**config.mk**
```make
export PLATFORM = sky130hd
export DESIGN_NAME = mem_responder
export DESIGN_NICKNAME = d
export VERILOG_FILES = /design/src/rtl/mem_pkg.sv /design/src/rtl/mem_responder_sat_counter.sv /design/src/rtl/mem_responder.sv
export SDC_FILE = /design/constraint.sdc
export NUM_CORES = 1
export LEC_CHECK = 0
export BUFFER_PORTS_ARGS = -buffer_cell sky130_fd_sc_hd__buf_4
export CAP_MARGIN = 20
export CORE_UTILIZATION = 40
export CTS_CLUSTER_SIZE = 20
export DETAILED_ROUTE_END_ITERATION = 10
export GPL_TIMING_DRIVEN = 0
export PLACE_DENSITY = 0.52
export SYNTH_ARGS = -nofsm -noshare
export SYNTH_HDL_FRONTEND = slang
export SYNTH_SLANG_ARGS = --single-unit
```
**constraint.sdc**
```tcl
create_clock -name clk -period 7.5 [get_ports clk]
set_input_delay 1.5 -clock clk [delete_from_list [all_inputs] [get_ports clk]]
set_output_delay 1.5 -clock clk [all_outputs]
set_load 0.005 [all_outputs]
```
**src/rtl/mem_pkg.sv**
```systemverilog
// Shared definitions for the memory responder: default widths, FSM state
// encoding and the saturation limit used by the access counters.
package mem_pkg;

  localparam int unsigned DATA_W_DEF = 16;
  localparam int unsigned ADDR_W_DEF = 4;
  localparam int unsigned CNT_W      = 8;
  localparam logic [CNT_W-1:0] CNT_MAX = 8'hFF;

  // INIT fills the array with the init value; RUN serves accesses.
  typedef enum logic [0:0] {
    INIT = 1'b0,
    RUN  = 1'b1
  } state_e;

endpackage

```
**src/rtl/mem_responder_sat_counter.sv**
```systemverilog
// Saturating up-counter with synchronous clear; holds at MAX instead of wrapping.
module sat_counter
  import mem_pkg::*;
#(
  parameter int unsigned      W   = CNT_W,
  parameter logic [W-1:0]     MAX = CNT_MAX
) (
  input  logic         i_clk,
  input  logic         i_clr,
  input  logic         i_inc,
  output logic [W-1:0] o_count
);

  logic [W-1:0] r_count;

  // Count qualified increments, clear has priority, stop once MAX is reached.
  always_ff @(posedge i_clk) begin
    if (i_clr) begin
      r_count <= '0;
    end else if (i_inc && (r_count != MAX)) begin
      r_count <= r_count + 1'b1;
    end else begin
      r_count <= r_count;
    end
  end

  assign o_count = r_count;

endmodule

```
**src/rtl/mem_responder.sv**
```systemverilog
// Single-port memory responder: after reset the whole array is filled with
// INIT_VAL (one word per cycle), then reads/writes are served every cycle
// with registered read data. Accesses during fill are dropped and flagged.
module mem_responder
  import mem_pkg::*;
#(
  parameter int unsigned        DATA_W      = DATA_W_DEF,
  parameter int unsigned        ADDR_W      = ADDR_W_DEF,
  parameter logic [DATA_W-1:0]  INIT_VAL    = 16'h0000,
  parameter bit                 WRITE_FIRST = 1'b0
) (
  input  logic              clk,
  input  logic              rst,
  input  logic              ena,
  input  logic              wea,
  input  logic [ADDR_W-1:0] addra,
  input  logic [DATA_W-1:0] dina,
  output logic [DATA_W-1:0] douta,
  output logic              init_busy,
  output logic              acc_drop,
  output logic [CNT_W-1:0]  wr_count,
  output logic [CNT_W-1:0]  rd_count
);

  localparam int unsigned       DEPTH    = 1 << ADDR_W;
  localparam logic [ADDR_W-1:0] PTR_LAST = {ADDR_W{1'b1}};

  state_e              r_state;
  state_e              w_state_nxt;
  logic [ADDR_W-1:0]   r_ptr;
  logic [DATA_W-1:0]   r_mem [DEPTH];
  logic [DATA_W-1:0]   r_douta;
  logic                r_acc_drop;

  logic                w_in_init;
  logic                w_rd;
  logic                w_wr;
  logic                w_drop;
  logic                w_mem_we;
  logic [ADDR_W-1:0]   w_mem_addr;
  logic [DATA_W-1:0]   w_mem_din;
  logic [DATA_W-1:0]   w_rd_data;

  // Next-state logic: leave INIT right after the last word has been filled.
  always_comb begin
    w_state_nxt = r_state;
    case (r_state)
      INIT: begin
        if (r_ptr == PTR_LAST) begin
          w_state_nxt = RUN;
        end else begin
          w_state_nxt = INIT;
        end
      end
      RUN:     w_state_nxt = RUN;
      default: w_state_nxt = INIT;
    endcase
  end

  // Access decode and the single write port mux (fill pointer vs. user write).
  always_comb begin
    w_in_init  = (r_state == INIT);
    w_rd       = 1'b0;
    w_wr       = 1'b0;
    w_drop     = 1'b0;
    w_mem_we   = 1'b0;
    w_mem_addr = r_ptr;
    w_mem_din  = INIT_VAL;
    w_rd_data  = r_mem[addra];
    if (rst) begin
      w_mem_we = 1'b0;
    end else if (w_in_init) begin
      w_mem_we = 1'b1;
      w_drop   = ena;
    end else if (ena) begin
      w_rd       = ~wea;
      w_wr       = wea;
      w_mem_we   = wea;
      w_mem_addr = addra;
      w_mem_din  = dina;
    end else begin
      w_mem_we = 1'b0;
    end
  end

  // State register and fill pointer; reset restarts the full fill sequence.
  always_ff @(posedge clk) begin
    if (rst) begin
      r_state <= INIT;
      r_ptr   <= '0;
    end else if (r_state == INIT) begin
      r_state <= w_state_nxt;
      r_ptr   <= r_ptr + 1'b1;
    end else begin
      r_state <= w_state_nxt;
      r_ptr   <= r_ptr;
    end
  end

  // Storage array: one write port shared by the fill sequence and user writes.
  always_ff @(posedge clk) begin
    if (w_mem_we) begin
      r_mem[w_mem_addr] <= w_mem_din;
    end
  end

  // Registered read data; a write returns old or new data depending on mode.
  always_ff @(posedge clk) begin
    if (rst) begin
      r_douta <= '0;
    end else if (w_rd) begin
      r_douta <= w_rd_data;
    end else if (w_wr) begin
      r_douta <= WRITE_FIRST ? dina : w_rd_data;
    end else begin
      r_douta <= r_douta;
    end
  end

  // Sticky flag for accesses that arrived while the array was being filled.
  always_ff @(posedge clk) begin
    if (rst) begin
      r_acc_drop <= 1'b0;
    end else if (w_drop) begin
      r_acc_drop <= 1'b1;
    end else begin
      r_acc_drop <= r_acc_drop;
    end
  end

  sat_counter #(.W(CNT_W), .MAX(CNT_MAX)) u_wr_cnt (
    .i_clk   (clk),
    .i_clr   (rst),
    .i_inc   (w_wr),
    .o_count (wr_count)
  );

  sat_counter #(.W(CNT_W), .MAX(CNT_MAX)) u_rd_cnt (
    .i_clk   (clk),
    .i_clr   (rst),
    .i_inc   (w_rd),
    .o_count (rd_count)
  );

  assign douta     = r_douta;
  assign init_busy = (r_state == INIT);
  assign acc_drop  = r_acc_drop;

endmodule

```
==> flow_summary.toml, run 1 <==
[timing]
rsz0062_at_grt = "false"
tns_ns = 0
worst_pin_slew_ns = 0.813
min_period_ns = 3.58
fin_worst_skew_ns = 0.00754
setup_viol = 0
finalHoldViolations = 0
drv_slew = 0
timing.fmax_mhz = 280
slew_headroom_pct = 45.8
finalCritPeriodShare_pct = 47.7
finalHoldWorstSlack_ns = 0.496

[route]
dr.pass1.iters = 5
wl_per_cell_um = 23.4
drtAntennaViolNets = 0
wirelength_um = 26700
drc_errors = 0
dr_total_vias = 6244
drtIter0Drc = 465
viasPerCell = 5.49

[final_layout]
synthToLayoutAreaGrowth_pct = 19.8
drive_gt1_share_pct = 26.2
layout.nets = 762
design_area_mm2 = 0.0138
fin_util_pct = 49.2
antenna_cells = 0

[power_and_ir_drop]
internal_power_mw = 2.75
swShare_pct = 20.2
vdd_drop_max_mv = 0.195
p_sw_mw = 0.693
pwr-share-clk_pct = 44.3
power_frac_seq_pct = 51.9
combPwrFrac_pct = 3.8
p_total_mw = 3.44
power_leakage_nw = 4.42
power.density_mw_per_mm2 = 249

[synth]
synth_cell_types = 53
async_flop_share_pct = 0
synth_area_leaders = "edfxtp_1, mux4_2, dfxtp_1, mux4_1, mux2i_1"
synth_top_area_share_pct = 66.6
synthesis.area_mm2 = 0.0115
synth.largest_area_cell = "edfxtp_1"
yosysWarnings = 0
synthFlopType = "edfxtp_1"
avgSynthCellArea_um2 = 18.3
synth-edff-count = 256
syn-num-nets = 659
synth.yosys.seq_area_share_pct = 73.2
netlist_instances = 632
synth-seq-cells = 294

[clocking]
cts_buffers = 31
h-tree-depth = 1
ctsHoldBuffers = 0
cts_tree = "done"
cts_max_path_buffers = 3
cts_setup_buffers = 0
path_clk_slew_ns = 0.06
cts_resized = 0
clkSinkCount = 294
cts_root_buf = "clkbuf_16"
clk_latency_ns = 0.56

[critical_path]
crit_arrival_ns = 3.84
worst-path-max-fanout = 10
cp_data_required_time_ns = 7.76
worst-path-buf-inv = 4
path_class = "input port to flip-flop"
worstSetupStartpointType = "input port"
worstPathCellList = "buf_4, and3b_1, buf_6, clkbuf_1, a31oi_1, nor2_2, buf_8"
critPathCaptureType = "flip-flop"
critPathTopFamily = "buffers and inverters"
slowest_delay_ns = 0.63
cp_slowest_cell = "nor2_2"

[die]
rows = 61
die_y_um = 172
dieArea_mm2 = 0.0295
core_area_mm2 = 0.0281
initial_utilization_pct = 41.1
ioPinCount = 58
die_w_um = 172

[min_path]
hold_class = "flip-flop to flip-flop"

[global_route]
grt_pass1_wl_um = 40300
antenna_found_initial = 0
track_usage_pct = 18.8
grt_max_degree = 17
grt_pass1_vias = 6586
grt-ovfl-total = 0

[placed_design]
gp_congestion = 0.868
io_buffer_count = 54
place_area_mm2 = 0.0128
dpl.hpwl_um = 18100

[run]
cap_viol_max_count = 0

[run_status]
status = "finished clean"
-- final timing paths --
| kind | to | slack [ns] | start | cells after the start |
|---|---|---|---|---|
| hold / removal | u_rd_cnt.o_count[6]$_SDFFE_PP0P_ | 0.50 | u_rd_cnt.o_count[6]$_SDFFE_PP0P_ | 2 |
| hold reg to reg | u_rd_cnt.o_count[6]$_SDFFE_PP0P_ | 0.50 | u_rd_cnt.o_count[6]$_SDFFE_PP0P_ | 2 |
| setup / recovery | r_mem[10][9]$_DFFE_PP_ | 3.92 | rst | 7 |
| setup reg to reg | r_mem[10][9]$_DFFE_PP_ | 4.70 | r_state$_SDFF_PP0_ | 6 |
-- synthesized netlist by cell type, drive strengths merged, types with 2 or more instances --
cell type    n
nor3         2
xor2         4
o21ai        4
inv          8
ha           3
nand3       11
a22o        12
a221o       12
a21oi       10
nand2       52
nand4b       2
and3         3
a211oi       2
or3          4
o41ai        3
xnor2        4
clkbuf       8
a31oi        4
mux4        54
a32oi        4
nand4        5
o311ai       3
edfxtp     256
buf         23
mux2i       25
dfxtp       38
a22oi        8
nor3b        3
nor2        31
nor2b        2
and2        19
-- power by group through the flow --
stage,Sequential (mW),Clock (mW),Combinational (mW)
4_1_cts,1.78,1.55,0.133
6_report,1.78,1.52,0.130
3_5_place_dp,1.82,0,0.133
2_1_floorplan,1.82,0,0.0803
5_1_grt,1.78,1.61,0.140
3_3_place_gp,1.82,0,0.122
-- state kept, by name (all words and copies together) (netlist names) --
signal	count
r_mem	256
u_wr_cnt.o_count	8
u_rd_cnt.o_count	8
acc_drop	1
r_ptr	4
douta	16
r_state	1
-- worst register-to-register path, cell delays in order (launching register included) --
cell,delay [ns]
dfxtp_1,0.35
and3b_1,0.18
buf_6,0.16
clkbuf_1,0.57
a31oi_1,0.37
nor2_2,0.63
buf_8,0.24
-- stage by stage --
step                      cells  setup slack [ns]
after global placement     1064              2.72
final                      1138              3.92
after CTS                  1138              3.96
after detailed placement   1080              3.36
after floorplan             632              4.06
after global routing       1138              3.83
-- area by class of cell --
cell class              instances  area (µm²)
flip-flops and latches        294        8450
plain buffers                  31         206
inverters                       8        30.0
well taps                     378         473
multi-input cells             299        2900
clock buffers                  45         878
fillers                      2360       14300
repair buffers                 70         746
clock inverters                13         144
-- routing by layer --
metal / vias up / track usage (%) / part of all wire (%)
met4: 0 / 5.77 / 2.8
met2: 193 / 30.9 / 48
met5: - / 0 / 0
met1: 3228 / 26.0 / 44
met3: 53 / 2.56 / 5.1
li1: 2770 / - / -
-- layout by cell type, fill, tap and decap left out, drive strengths merged, types with 2 or more instances in the layout --
cell type	synthesis	layout
a22o	12	12
clkinv	0	8
buf	23	93
o41ai	3	3
a21oi	10	10
a31oi	4	4
clkbuf	8	53
mux4	54	54
nor3b	3	3
a211oi	2	2
bufinv	0	3
nand4	5	5
mux2i	25	25
ha	3	3
or3	4	4
a22oi	8	8
xor2	4	4
o21ai	4	4
nand4b	2	2
a221o	12	12
a32oi	4	4
nand3	11	11
nor2b	2	2
xnor2	4	4
nor3	2	2
and2	19	19
nor2	31	31
o311ai	3	3
inv	8	9
nand2	52	52
edfxtp	256	256
dfxtp	38	38
and3	3	3
-- cell families after synthesis --
| logic type | after synthesis | synth area share, % |
|---|---|---|
| xor+xnor | 8 | 0.607 |
| simple gates | 142 | 6.14 |
| fa+ha+maj | 3 | 0.325 |
| mux | 80 | 13.3 |
| compound gates | 66 | 4.45 |
| flops | 294 | 73.2 |
| buf+inv | 39 | 2.05 |
(Power assumes the default switching activity.)
==> run 2, diff against run 1 <==
--- a/config.mk
+++ b/config.mk
@@ -5,6 +5,7 @@
 export SDC_FILE = /design/constraint.sdc
 export NUM_CORES = 1
 export LEC_CHECK = 0
+export ABC_AREA = 1
 export BUFFER_PORTS_ARGS = -buffer_cell sky130_fd_sc_hd__buf_4
 export CAP_MARGIN = 20
 export CORE_UTILIZATION = 40
==> constraint.sdc (replaced) <==
create_clock -name clk -period 3.5 [get_ports clk]
set_input_delay 0.7 -clock clk [delete_from_list [all_inputs] [get_ports clk]]
set_output_delay 0.7 -clock clk [all_outputs]
set_load 0.005 [all_outputs]
==> flow_summary.toml, run 2 <==
[route]
drtIter0Drc = 636
wirelength_um = 32700
dr_total_vias = 8361
wl_per_cell_um = 19.7
drtAntennaViolNets = 0
dr.pass1.iters = 5
drc_errors = 0
viasPerCell = 5.03

[die]
rows = 63
ioPinCount = 58
die_w_um = 177
core_area_mm2 = 0.0299
initial_utilization_pct = 40.9
dieArea_mm2 = 0.0313
die_y_um = 177

[clocking]
clkSinkCount = 294
cts_setup_buffers = 0
path_clk_slew_ns = 0.06
clk_latency_ns = 0.51
cts_resized = 0
cts_root_buf = "clkbuf_16"
h-tree-depth = 2
ctsHoldBuffers = 0
cts_buffers = 34
cts_tree = "done"
cts_max_path_buffers = 3

[final_layout]
final_common_cell = "edfxtp_1"
largest_register_ffs = 256
synthToLayoutAreaGrowth_pct = 20.1
top_register = "r_mem"
layout.nets = 1276
drive_gt1_share_pct = 15.1
antenna_cells = 0
fin_util_pct = 49.2
layout_common_cells = "edfxtp_1, nor2_1, nand2_1, o21ai_0, inv_1"

[global_route]
grt_max_degree = 17
track_usage_pct = 21.5
grt-ovfl-total = 0
grt_pass1_vias = 7971
antenna_found_initial = 0
grt_pass1_wl_um = 49300

[critical_path]
critPathCaptureType = "flip-flop"
worstSetupStartpointType = "flip-flop"
slowest_delay_ns = 0.75
worstPathCellList = "buf_2, nand3_4, buf_2, nand2_1, o21ai_1, nand2_1, nor2_2"
cp_slowest_cell = "nor2_2"
path_class = "flip-flop to flip-flop"
rr_worst_depth = 7
cp_data_required_time_ns = 3.63
crit_arrival_ns = 2.58
worst-path-max-fanout = 16

[run_status]
status = "finished clean"

[synth]
avgSynthCellArea_um2 = 10.8
synth-seq-cells = 294
yosysWarnings = 0
synth-edff-count = 256
synth.yosys.seq_area_share_pct = 69.1
synthFlopType = "edfxtp_1"
synth_top_area_share_pct = 62.9
synth_area_leaders = "edfxtp_1, nor2_1, dfxtp_1, nand2_1, o21ai_0"
synthesis.area_mm2 = 0.0122
synth_commonest_cells = "edfxtp_1, nor2_1, nand2_1"
async_flop_share_pct = 0
synth_cell_types = 30
synth.largest_area_cell = "edfxtp_1"
yosysMostFrequentCell = "edfxtp_1"
syn-num-nets = 1156
netlist_instances = 1129

[placed_design]
gp_congestion = 0.830
dpl.hpwl_um = 22300
io_buffer_count = 55

[power_and_ir_drop]
power.density_mw_per_mm2 = 524
power_leakage_nw = 5.82
vdd_drop_max_mv = 0.354

[timing]
finalHoldWorstSlack_ns = 0.415
fin_worst_skew_ns = 0.0133
slew_headroom_pct = 33.5
rsz0062_at_grt = "false"
drv_slew = 0
worst_pin_slew_ns = 0.994
finalHoldViolations = 0
setup_viol = 0
finalCritPeriodShare_pct = 70.0
min_period_ns = 2.45
timing.fmax_mhz = 408

[min_path]
whs_path_depth = 2
hold_class = "input port to flip-flop"

[run]
cap_viol_max_count = 0
[run 2: cell types whose count changed in the layout (fill, tap and decap cells not counted), moves of 25 or more]
cell      before  now
nor2_1        15  212
o21ai_0        4   98
nand3_1       11   67
inv_1          8   86
mux2i_1       25    0
mux4_2        40    0
nand2_1       52  190
o211ai_1       1   36
[run 2: area by class of cell]
class / count / area (µm²)
Multi-Input combinational cell: 686 / 3130
Inverter: 90 / 340
Clock inverter: 16 / 193
Fill cell: 2724 / 15200
Buffer: 59 / 347
Clock buffer: 42 / 891
Timing Repair Buffer: 84 / 848
Tap cell: 390 / 488
Sequential cell: 294 / 8450
[run 2: cells by family after synthesis]
| family | Yosys count | share of synthesized area, % |
|---|---|---|
| AO/OA/AOI/OAI | 175 | 7.97 |
| XOR/XNOR | 8 | 0.573 |
| adder cells (fa/ha/maj) | 3 | 0.307 |
| buffers and inverters | 149 | 5.62 |
| flip-flops | 294 | 69.1 |
| AND/OR/NAND/NOR | 500 | 16.4 |
[run 2: per-layer routing]
layer	GRT usage [%]	wire length [µm]	vias up
li1	-	-	4108
met1	30.1	14800	3993
met2	35.3	15500	214
met3	3.01	1750	46
met4	5.10	597	0
met5	0	0	-
[run 2: critical path, delay by kind of cell, from the launching register on]
family / cells / cell delay (ns)
buffers and inverters: 2 / 0.43
AO/OA/AOI/OAI: 1 / 0.14
AND/OR/NAND/NOR: 4 / 1.20
flip-flops: 1 / 0.29
[run 2: stage by stage]
stage          power (mW)  TNS [ns]  instance area, µm²  setup slack [ns]  cells
3_3_place_gp         4.26     -9.43               13100            -0.208   1574
4_1_cts              7.74         0               14600             0.983   1656
3_5_place_dp         4.29         0               13600             0.493   1598
5_1_grt              7.92         0               14700             0.891   1661
2_1_floorplan        4.12         0               12200             0.919   1129
6_report             7.69         0               14700              1.05   1661
[run 2: where the power goes]
part | switching [mW] | leakage, nW | internal, mW
sequential | 0.00895 | 3.01 | 3.80
clock | 1.37 | 0.530 | 2.10
combinational | 0.270 | 2.28 | 0.135
[run 2: final timing paths]
path | from | endpoint | slack, ns
max | r_state$_SDFF_PP0_ | r_mem[12][0]$_DFFE_PP_ | 1.05
min | rst | u_wr_cnt.o_count[7]$_SDFFE_PP0P_ | 0.41
min reg2reg | acc_drop$_SDFFE_PP0P_ | acc_drop$_SDFFE_PP0P_ | 0.48
max reg2reg | r_state$_SDFF_PP0_ | r_mem[12][0]$_DFFE_PP_ | 1.05
